$ cat config.mk
export PLATFORM = sky130hd
export DESIGN_NAME = memory_arbiter_flat
export DESIGN_NICKNAME = d
export VERILOG_FILES = /design/src/rtl/memory_arbiter_pkg.sv /design/src/rtl/memory_arbiter_if.sv /design/src/rtl/memory_arbiter_round_robin_picker.sv /design/src/rtl/memory_arbiter.sv /design/src/flat_wrapper.sv
export SDC_FILE = /design/constraint.sdc
export NUM_CORES = 1
export LEC_CHECK = 0
export CAP_MARGIN = 40
export CORE_AREA = 2 2 106 108
export CTS_CLUSTER_SIZE = 30
export DETAILED_ROUTE_END_ITERATION = 10
export DIE_AREA = 0 0 108 110
export SLEW_MARGIN = 25
export SYNTH_ARGS = -nofsm -noshare
export SYNTH_HDL_FRONTEND = slang
export SYNTH_SLANG_ARGS = --single-unit
$ cat constraint.sdc
create_clock -name clock -period 1.8 [get_ports clock]
set_clock_uncertainty 0.2 [all_clocks]
set_input_delay 0.36 -clock clock [delete_from_list [all_inputs] [get_ports clock]]
set_output_delay 0.36 -clock clock [all_outputs]
set_load 0.01 [all_outputs]
$ cat src/rtl/memory_arbiter_pkg.sv
// Shared encodings for the memory arbiter slice: FSM states, access sizes
// and the circular index step used by the round-robin pointer.
package memory_arbiter_pkg;

   typedef enum logic [1:0] {
      IDLE    = 2'd0,
      GRANTED = 2'd1,
      RELEASE = 2'd2
   } arbiter_state_t;

   localparam logic [1:0] BYTE = 2'd0;
   localparam logic [1:0] HALF = 2'd1;
   localparam logic [1:0] WORD = 2'd2;

   function automatic int next_index(input int current, input int count);
      return (current + 1) % count;
   endfunction

endpackage

$ cat src/rtl/memory_arbiter_if.sv
// Bundle of requester-side, memory-side and status signals around the arbiter.
// The master modport is the arbiter itself; slave is the surrounding system.
interface memory_arbiter_if
   import memory_arbiter_pkg::*;
#(
   parameter int SIZE                 = 32,
   parameter int REQUESTER_COUNT      = 2,
   parameter int REQUESTER_INDEX_SIZE = 1
);

   logic [REQUESTER_COUNT-1:0]        req_enable;
   logic [REQUESTER_COUNT-1:0]        req_operation;
   logic [2*REQUESTER_COUNT-1:0]      req_data_size;
   logic [SIZE*REQUESTER_COUNT-1:0]   req_address;
   logic [SIZE*REQUESTER_COUNT-1:0]   req_data_out;
   logic [REQUESTER_COUNT-1:0]        req_ready;
   logic [SIZE-1:0]                   req_data_in;

   logic                              mem_enable;
   logic                              mem_operation;
   logic [1:0]                        mem_data_size;
   logic [SIZE-1:0]                   mem_address;
   logic [SIZE-1:0]                   mem_data_out;
   logic                              mem_ready;
   logic [SIZE-1:0]                   mem_data_in;

   logic                              grant_valid;
   logic [REQUESTER_INDEX_SIZE-1:0]   grant_index;
   logic                              timeout_error;

   modport master (
      input  req_enable, req_operation, req_data_size, req_address, req_data_out,
      input  mem_ready, mem_data_in,
      output req_ready, req_data_in,
      output mem_enable, mem_operation, mem_data_size, mem_address, mem_data_out,
      output grant_valid, grant_index, timeout_error
   );

   modport slave (
      output req_enable, req_operation, req_data_size, req_address, req_data_out,
      output mem_ready, mem_data_in,
      input  req_ready, req_data_in,
      input  mem_enable, mem_operation, mem_data_size, mem_address, mem_data_out,
      input  grant_valid, grant_index, timeout_error
   );

endinterface

$ cat src/rtl/memory_arbiter_round_robin_picker.sv
// Combinational circular search: first set request at or after the pointer.
module round_robin_picker
   import memory_arbiter_pkg::*;
#(
   parameter int REQUESTER_COUNT = 2,
   parameter int INDEX_SIZE      = 1
) (
   input  logic [REQUESTER_COUNT-1:0] request,
   input  logic [INDEX_SIZE-1:0]      pointer,
   output logic [INDEX_SIZE-1:0]      index,
   output logic                       found
);

   logic [INDEX_SIZE-1:0] candidate;

   // Walk the offsets in priority order; the first hit wins and later hits are ignored.
   always_comb begin
      index     = '0;
      found     = 1'b0;
      candidate = '0;
      for (int offset = 0; offset < REQUESTER_COUNT; offset++) begin
         candidate = INDEX_SIZE'((int'(pointer) + offset) % REQUESTER_COUNT);
         if (!found && request[candidate]) begin
            found = 1'b1;
            index = candidate;
         end
      end
   end

endmodule

$ cat src/rtl/memory_arbiter.sv
// Round-robin arbiter sharing one memory port among several requesters, with a
// one-cycle release gap between transactions and a sticky stalled-grant watchdog.
module memory_arbiter
   import memory_arbiter_pkg::*;
#(
   parameter int SIZE                 = 32,
   parameter int REQUESTER_COUNT      = 2,
   parameter int REQUESTER_INDEX_SIZE = 1,
   parameter int TIMEOUT              = 255
) (
   input logic              clock,
   input logic              reset,
   memory_arbiter_if.master bus
);

   localparam int WAIT_SIZE = $clog2(TIMEOUT + 1);

   arbiter_state_t                  state;
   logic [REQUESTER_INDEX_SIZE-1:0] rr_pointer;
   logic [REQUESTER_INDEX_SIZE-1:0] granted_index;
   logic [WAIT_SIZE-1:0]            wait_count;
   logic                            timeout_error;

   logic [REQUESTER_INDEX_SIZE-1:0] picked_index;
   logic                            pick_found;

   logic [1:0]      size_field    [REQUESTER_COUNT];
   logic [SIZE-1:0] address_field [REQUESTER_COUNT];
   logic [SIZE-1:0] data_field    [REQUESTER_COUNT];

   round_robin_picker #(
      .REQUESTER_COUNT (REQUESTER_COUNT),
      .INDEX_SIZE      (REQUESTER_INDEX_SIZE)
   ) picker (
      .request (bus.req_enable),
      .pointer (rr_pointer),
      .index   (picked_index),
      .found   (pick_found)
   );

   // Unflatten the per-requester buses so the granted index can select a whole field.
   always_comb begin
      for (int i = 0; i < REQUESTER_COUNT; i++) begin
         size_field[i]    = bus.req_data_size[i*2 +: 2];
         address_field[i] = bus.req_address[i*SIZE +: SIZE];
         data_field[i]    = bus.req_data_out[i*SIZE +: SIZE];
      end
   end

   // Arbitration FSM: a grant is only registered from IDLE, so other requesters
   // simply wait; completion or a flush of the owner advances the pointer.
   always_ff @(posedge clock) begin
      if (reset) begin
         state         <= IDLE;
         rr_pointer    <= '0;
         granted_index <= '0;
         wait_count    <= '0;
         timeout_error <= 1'b0;
      end else begin
         unique case (state)
            IDLE: begin
               if (pick_found) begin
                  granted_index <= picked_index;
                  wait_count    <= '0;
                  state         <= GRANTED;
               end
            end
            GRANTED: begin
               if (bus.mem_enable && bus.mem_ready) begin
                  state      <= RELEASE;
                  rr_pointer <= REQUESTER_INDEX_SIZE'(next_index(int'(granted_index), REQUESTER_COUNT));
               end else if (!bus.req_enable[granted_index]) begin
                  state      <= IDLE;
                  rr_pointer <= REQUESTER_INDEX_SIZE'(next_index(int'(granted_index), REQUESTER_COUNT));
               end
               if (!bus.mem_ready) begin
                  if (wait_count != WAIT_SIZE'(TIMEOUT))
                     wait_count <= wait_count + WAIT_SIZE'(1);
                  if (wait_count >= WAIT_SIZE'(TIMEOUT - 1))
                     timeout_error <= 1'b1;
               end
            end
            RELEASE: state <= IDLE;
            default: state <= IDLE;
         endcase
      end
   end

   // Memory port and ready routing are live only while a grant is held.
   always_comb begin
      bus.req_data_in   = bus.mem_data_in;
      bus.req_ready     = '0;
      bus.mem_enable    = 1'b0;
      bus.mem_operation = 1'b0;
      bus.mem_data_size = '0;
      bus.mem_address   = '0;
      bus.mem_data_out  = '0;
      bus.grant_valid   = (state == GRANTED);
      bus.grant_index   = granted_index;
      bus.timeout_error = timeout_error;
      if (state == GRANTED) begin
         bus.mem_enable               = bus.req_enable[granted_index];
         bus.mem_operation            = bus.req_operation[granted_index];
         bus.mem_data_size            = size_field[granted_index];
         bus.mem_address              = address_field[granted_index];
         bus.mem_data_out             = data_field[granted_index];
         bus.req_ready[granted_index] = bus.mem_ready;
      end
   end

endmodule

$ cat src/flat_wrapper.sv
// flat-port wrapper written by rule: the top's interface ports become plain ports
module memory_arbiter_flat import memory_arbiter_pkg::*;
#(
   parameter int SIZE                 = 32,
   parameter int REQUESTER_COUNT      = 2,
   parameter int REQUESTER_INDEX_SIZE = 1,
   parameter int TIMEOUT              = 255
)
  (clock, reset, bus_req_enable, bus_req_operation, bus_req_data_size, bus_req_address, bus_req_data_out, bus_mem_ready, bus_mem_data_in, bus_req_ready, bus_req_data_in, bus_mem_enable, bus_mem_operation, bus_mem_data_size, bus_mem_address, bus_mem_data_out, bus_grant_valid, bus_grant_index, bus_timeout_error);
  memory_arbiter_if #(.SIZE(SIZE), .REQUESTER_COUNT(REQUESTER_COUNT), .REQUESTER_INDEX_SIZE(REQUESTER_INDEX_SIZE)) bus_i ();
  input logic clock;
  input logic reset;
  input wire logic [$bits(bus_i.req_enable)-1:0] bus_req_enable;
  input wire logic [$bits(bus_i.req_operation)-1:0] bus_req_operation;
  input wire logic [$bits(bus_i.req_data_size)-1:0] bus_req_data_size;
  input wire logic [$bits(bus_i.req_address)-1:0] bus_req_address;
  input wire logic [$bits(bus_i.req_data_out)-1:0] bus_req_data_out;
  input wire logic [$bits(bus_i.mem_ready)-1:0] bus_mem_ready;
  input wire logic [$bits(bus_i.mem_data_in)-1:0] bus_mem_data_in;
  output wire logic [$bits(bus_i.req_ready)-1:0] bus_req_ready;
  output wire logic [$bits(bus_i.req_data_in)-1:0] bus_req_data_in;
  output wire logic [$bits(bus_i.mem_enable)-1:0] bus_mem_enable;
  output wire logic [$bits(bus_i.mem_operation)-1:0] bus_mem_operation;
  output wire logic [$bits(bus_i.mem_data_size)-1:0] bus_mem_data_size;
  output wire logic [$bits(bus_i.mem_address)-1:0] bus_mem_address;
  output wire logic [$bits(bus_i.mem_data_out)-1:0] bus_mem_data_out;
  output wire logic [$bits(bus_i.grant_valid)-1:0] bus_grant_valid;
  output wire logic [$bits(bus_i.grant_index)-1:0] bus_grant_index;
  output wire logic [$bits(bus_i.timeout_error)-1:0] bus_timeout_error;
  assign bus_i.req_enable = bus_req_enable;
  assign bus_i.req_operation = bus_req_operation;
  assign bus_i.req_data_size = bus_req_data_size;
  assign bus_i.req_address = bus_req_address;
  assign bus_i.req_data_out = bus_req_data_out;
  assign bus_i.mem_ready = bus_mem_ready;
  assign bus_i.mem_data_in = bus_mem_data_in;
  assign bus_req_ready = bus_i.req_ready;
  assign bus_req_data_in = bus_i.req_data_in;
  assign bus_mem_enable = bus_i.mem_enable;
  assign bus_mem_operation = bus_i.mem_operation;
  assign bus_mem_data_size = bus_i.mem_data_size;
  assign bus_mem_address = bus_i.mem_address;
  assign bus_mem_data_out = bus_i.mem_data_out;
  assign bus_grant_valid = bus_i.grant_valid;
  assign bus_grant_index = bus_i.grant_index;
  assign bus_timeout_error = bus_i.timeout_error;
  memory_arbiter #(.SIZE(SIZE), .REQUESTER_COUNT(REQUESTER_COUNT), .REQUESTER_INDEX_SIZE(REQUESTER_INDEX_SIZE), .TIMEOUT(TIMEOUT)) u_core (.clock(clock), .reset(reset), .bus(bus_i));
endmodule
==> implementation parameters <==
Parameter                              Value

Detailed routing
  Number of vias per cell after detailed routing    4.349
  Iteration count of the initial detailed-routing pass    4
  Number of remaining DRC errors    0
  Starting DRC count in detailed routing    101
  Routed length per placed instance    17.26 um
  Vias    2705
  ANT nets after route    0
  Routed WL    10740 um

Finish
  Most frequent cells in the layout    135 x clkdlybuf4s50_1, 68 x buf_2, 58 x nor2_1
  Number of antenna diodes    0
  Core utilization of the finished layout    42.29%
  Area Overhead vs Synth    131.3%
  Post-route non-filler standard cell count    622
  Final net count    656
  Most common cell after layout, fill and taps aside    clkdlybuf4s50_1
  Fraction of layout cells with a size suffix above 1    35.48%
  Final cell area excluding filler cells    4524 sq um

Worst setup path
  Crit path max fanout    5
  Worst r2r dst    u_core.wait_count[6]
  Register-to-Register Setup Slack    0.06 ns
  Slowest Stage Delay on Critical Path    0.34 ns
  CP max stage cell    dfxtp_2
  Required arrival time at the worst endpoint    1.24 ns
  Endpoint kind of the worst setup timing path    primary output
  Reg2Reg Depth    5
  Arrival @ worst endpoint    1.39 ns
  Launch instance of the worst register-to-register path    u_core.state[0]
  Critical path start-end classification    flop to primary output
  Crit start category    flop
  Most common cell on crit path    buf_6
  Cell chain of the critical path    or2b_4 > buf_6 > inv_6 > and3_4 > buf_6

Synth
  Fraction of the mapped netlist area in compound gates    11.13%
  Post-synthesis share of cell area spent on and, or, nand and nor gates    22.52%
  Average footprint of a synthesized cell    7.270 sq um
  Count of yosys warnings during synthesis    0
  Cell variety after synth    38
  Cell Area, Synth    1956 sq um
  Net count of the mapped netlist    442
  Number of flip-flops and latches in the synthesized netlist    13
  Number of instances in the synthesized netlist    269
  Dominant combinational cell family by area after synthesis    multiplexers
  Xor and xnor area share after synthesis    0%
  Part of the Yosys area used for sequential elements    13.31%
  Fraction of synthesized area in multiplexers    34.87%
  Adder-cell area share of the yosys netlist    1.280%

Clock tree
  Clk_lat worst skew    0.25 ns
  Number of H-tree branching levels    1
  Register clock-pin slew on the reported worst setup and hold paths    0.05 ns
  Clock Path Buffers    2
  Num CTS Buffers    3
  Clock Sink Count    13
  TritonCTS clock tree    yes
  Clock root buffer    clkbuf_8

Outcome
  Result of the run    finished, violations left
  Violated checks    setup timing

Place
  Routability congestion estimate    0.8319
  Placed Cells    593
  Standard cell area after detailed placement    4163 sq um
  Number of buffers added on ports    211
  Estimated wirelength of the detail-placed design    7441 um

Floorplanning
  Die Footprint    11880 sq um
  Effective utilization at floorplan    18.28%
  Vertical die dimension    110 um
  Number of placement rows    38
  Number of primary I/O pins    276
  Standard cell core area    10700 sq um
  Die X    108 um

Timing
  Setup repair after global routing missed its margin    true
  Worst path setup slack after routing    -0.1489 ns
  Headroom to the max-slew limit    79.75%
  Transition time at the pin with the least slew margin    0.3019 ns
  Smallest hold slack    0.2868 ns
  Endpoints failing setup    71
  Final period utilization    108.3%
  Setup TNS    -6.700 ns
  Count of endpoints failing hold in the final timing report    0
  Minimum period implied by the final worst setup slack    1.949 ns
  Upper clock frequency limit    513.1 MHz
  Count of pins over their slew limit    0

Global routing
  First-pass GRT wire length    13540 um
  GRT Util Overall    14.40%
  Number of global-route vias before repair    2545
  Largest net degree at the start of global routing    41
  GRT Residual Overflow    0
  Initial antenna violation count    0

Pwr
  Static Leak    1.927 nW
  Register share of total power    15.5%
  Largest voltage drop on the vdd net    305.1 uV
  Net switching power    0.7035 mW
  Switching power share of the total    35.20%
  Combinational power share    71.0%
  Power per unit of standard cell area    441.8 nW/um^2
  P_int    1.295 mW
  Part of the power in the clock network    13.5%

Min path
  Beginning of the worst hold path    u_core.rr_pointer
  Worst Hold Class    flop to flop
  Hold Crit Depth    2
  Endpoint of the worst hold path    u_core.rr_pointer

Run
  Max Cap Violations    0
==> synthesized netlist by cell type <==
library cell / n / area, sq um
and4_1: 1 / 8.760
o2bb2ai_1: 2 / 17.52
a211oi_1: 3 / 22.52
a211o_4: 1 / 17.52
nor2b_1: 1 / 6.260
nor2_1: 74 / 277.8
buf_2: 3 / 15.01
inv_1: 4 / 15.01
nor2b_2: 1 / 8.760
nand2_1: 5 / 18.77
buf_4: 32 / 240.2
ha_1: 2 / 25.02
a211oi_2: 1 / 12.51
nand2b_1: 2 / 12.51
o22a_1: 1 / 8.760
mux2i_1: 67 / 670.6
or2b_1: 1 / 7.510
and3_1: 3 / 18.77
a21oi_1: 6 / 30.03
nand3_1: 4 / 20.02
o21ai_0: 3 / 15.01
nor3_2: 1 / 10.01
a2bb2oi_1: 1 / 8.760
o32ai_1: 1 / 8.760
dfxtp_1: 13 / 260.3
buf_1: 7 / 26.28
nand4_1: 2 / 12.51
a21bo_2: 1 / 10.01
or3b_1: 1 / 8.760
a21o_1: 2 / 15.01
o22ai_1: 3 / 18.77
a31o_2: 1 / 8.760
o21a_1: 1 / 7.510
o21bai_1: 1 / 7.510
mux2_2: 1 / 11.26
clkbuf_1: 9 / 33.78
a32oi_1: 1 / 8.760
nor3_1: 6 / 30.03
==> worst max-delay path: cells and delay by family (launching register included) <==
| kind | cells | cell delay [ns] |
|---|---|---|
| buf+inv | 3 | 0.30 |
| flops | 1 | 0.34 |
| simple gates | 2 | 0.51 |
==> power groups by stage <==
| stage | sequential [mW] | clock (mW) | combinational (mW) |
|---|---|---|---|
| global route | 0.311 | 0.284 | 1.51 |
| finish | 0.310 | 0.269 | 1.42 |
| floorplan | 0.313 | 0 | 0.530 |
| global placement | 0.316 | 0 | 1.19 |
| detailed placement | 0.316 | 0 | 1.21 |
| CTS | 0.308 | 0.273 | 1.22 |
==> stage by stage <==
| step | power (mW) | setup WS (ns) |
|---|---|---|
| detailed placement | 1.522 | -0.4900 |
| finish | 1.999 | -0.1489 |
| global placement | 1.509 | -0.4972 |
| CTS | 1.802 | -0.1979 |
| floorplan | 0.8428 | -0.07898 |
| global route | 2.111 | -0.1981 |
==> what timing repair did <==
item / 4_1_cts / 5_1_grt
gates resized for setup: 304 / 63
hold endpoints to repair: 0 / 0
endpoints found under the setup margin: 78 / 79
gates cloned: 6 / 8
setup buffers: 7 / 6
hold buffers: 0 / 0
pin swaps: 3 / 11
==> worst max path at each step <==
stage,start,endpoint,slack [ns],cells after the start
2_1_floorplan,u_core.bus.grant_index,bus_mem_address[10],-0.08,4
3_5_place_dp,bus_req_enable[0],bus_mem_enable,-0.49,5
3_3_place_gp,bus_req_enable[1],bus_mem_enable,-0.50,5
5_1_grt,u_core.state[0],bus_req_ready[1],-0.20,5
4_1_cts,u_core.bus.grant_index,bus_mem_data_out[3],-0.20,4
6_report,u_core.state[0],bus_req_ready[1],-0.15,5
==> area by class of cell <==
| type | count | area (sq um) |
|---|---|---|
| sequential | 13 | 266.5 |
| clock buffer | 4 | 45.04 |
| multi-input combinational | 202 | 1543 |
| inverter | 4 | 20.02 |
| fill | 1067 | 6173 |
| timing repair buffer | 259 | 2475 |
| tap | 140 | 175.2 |
==> routing by layer <==
layer,track usage [%],vias to the layer above,share of wire [%]
met5,0,-,0
met4,1.374,0,0.21
met3,3.469,6,8.4
met2,29.20,117,54
met1,15.49,1255,37
li1,-,1327,-
==> state kept, by name (all words and copies together), names as in the netlist <==
name	flops
u_core.wait_count	8
u_core.bus.timeout_error	1
u_core.bus.grant_index	1
u_core.rr_pointer	1
u_core.state	2
==> cells by family after synthesis <==
group,count (synthesis)
AND/OR/NAND/NOR,102
multiplexers,68
buffers and inverters,55
AO/OA/AOI/OAI,29
flip-flops,13
adder cells (fa/ha/maj),2
Power figures use the tool's default switching activity.
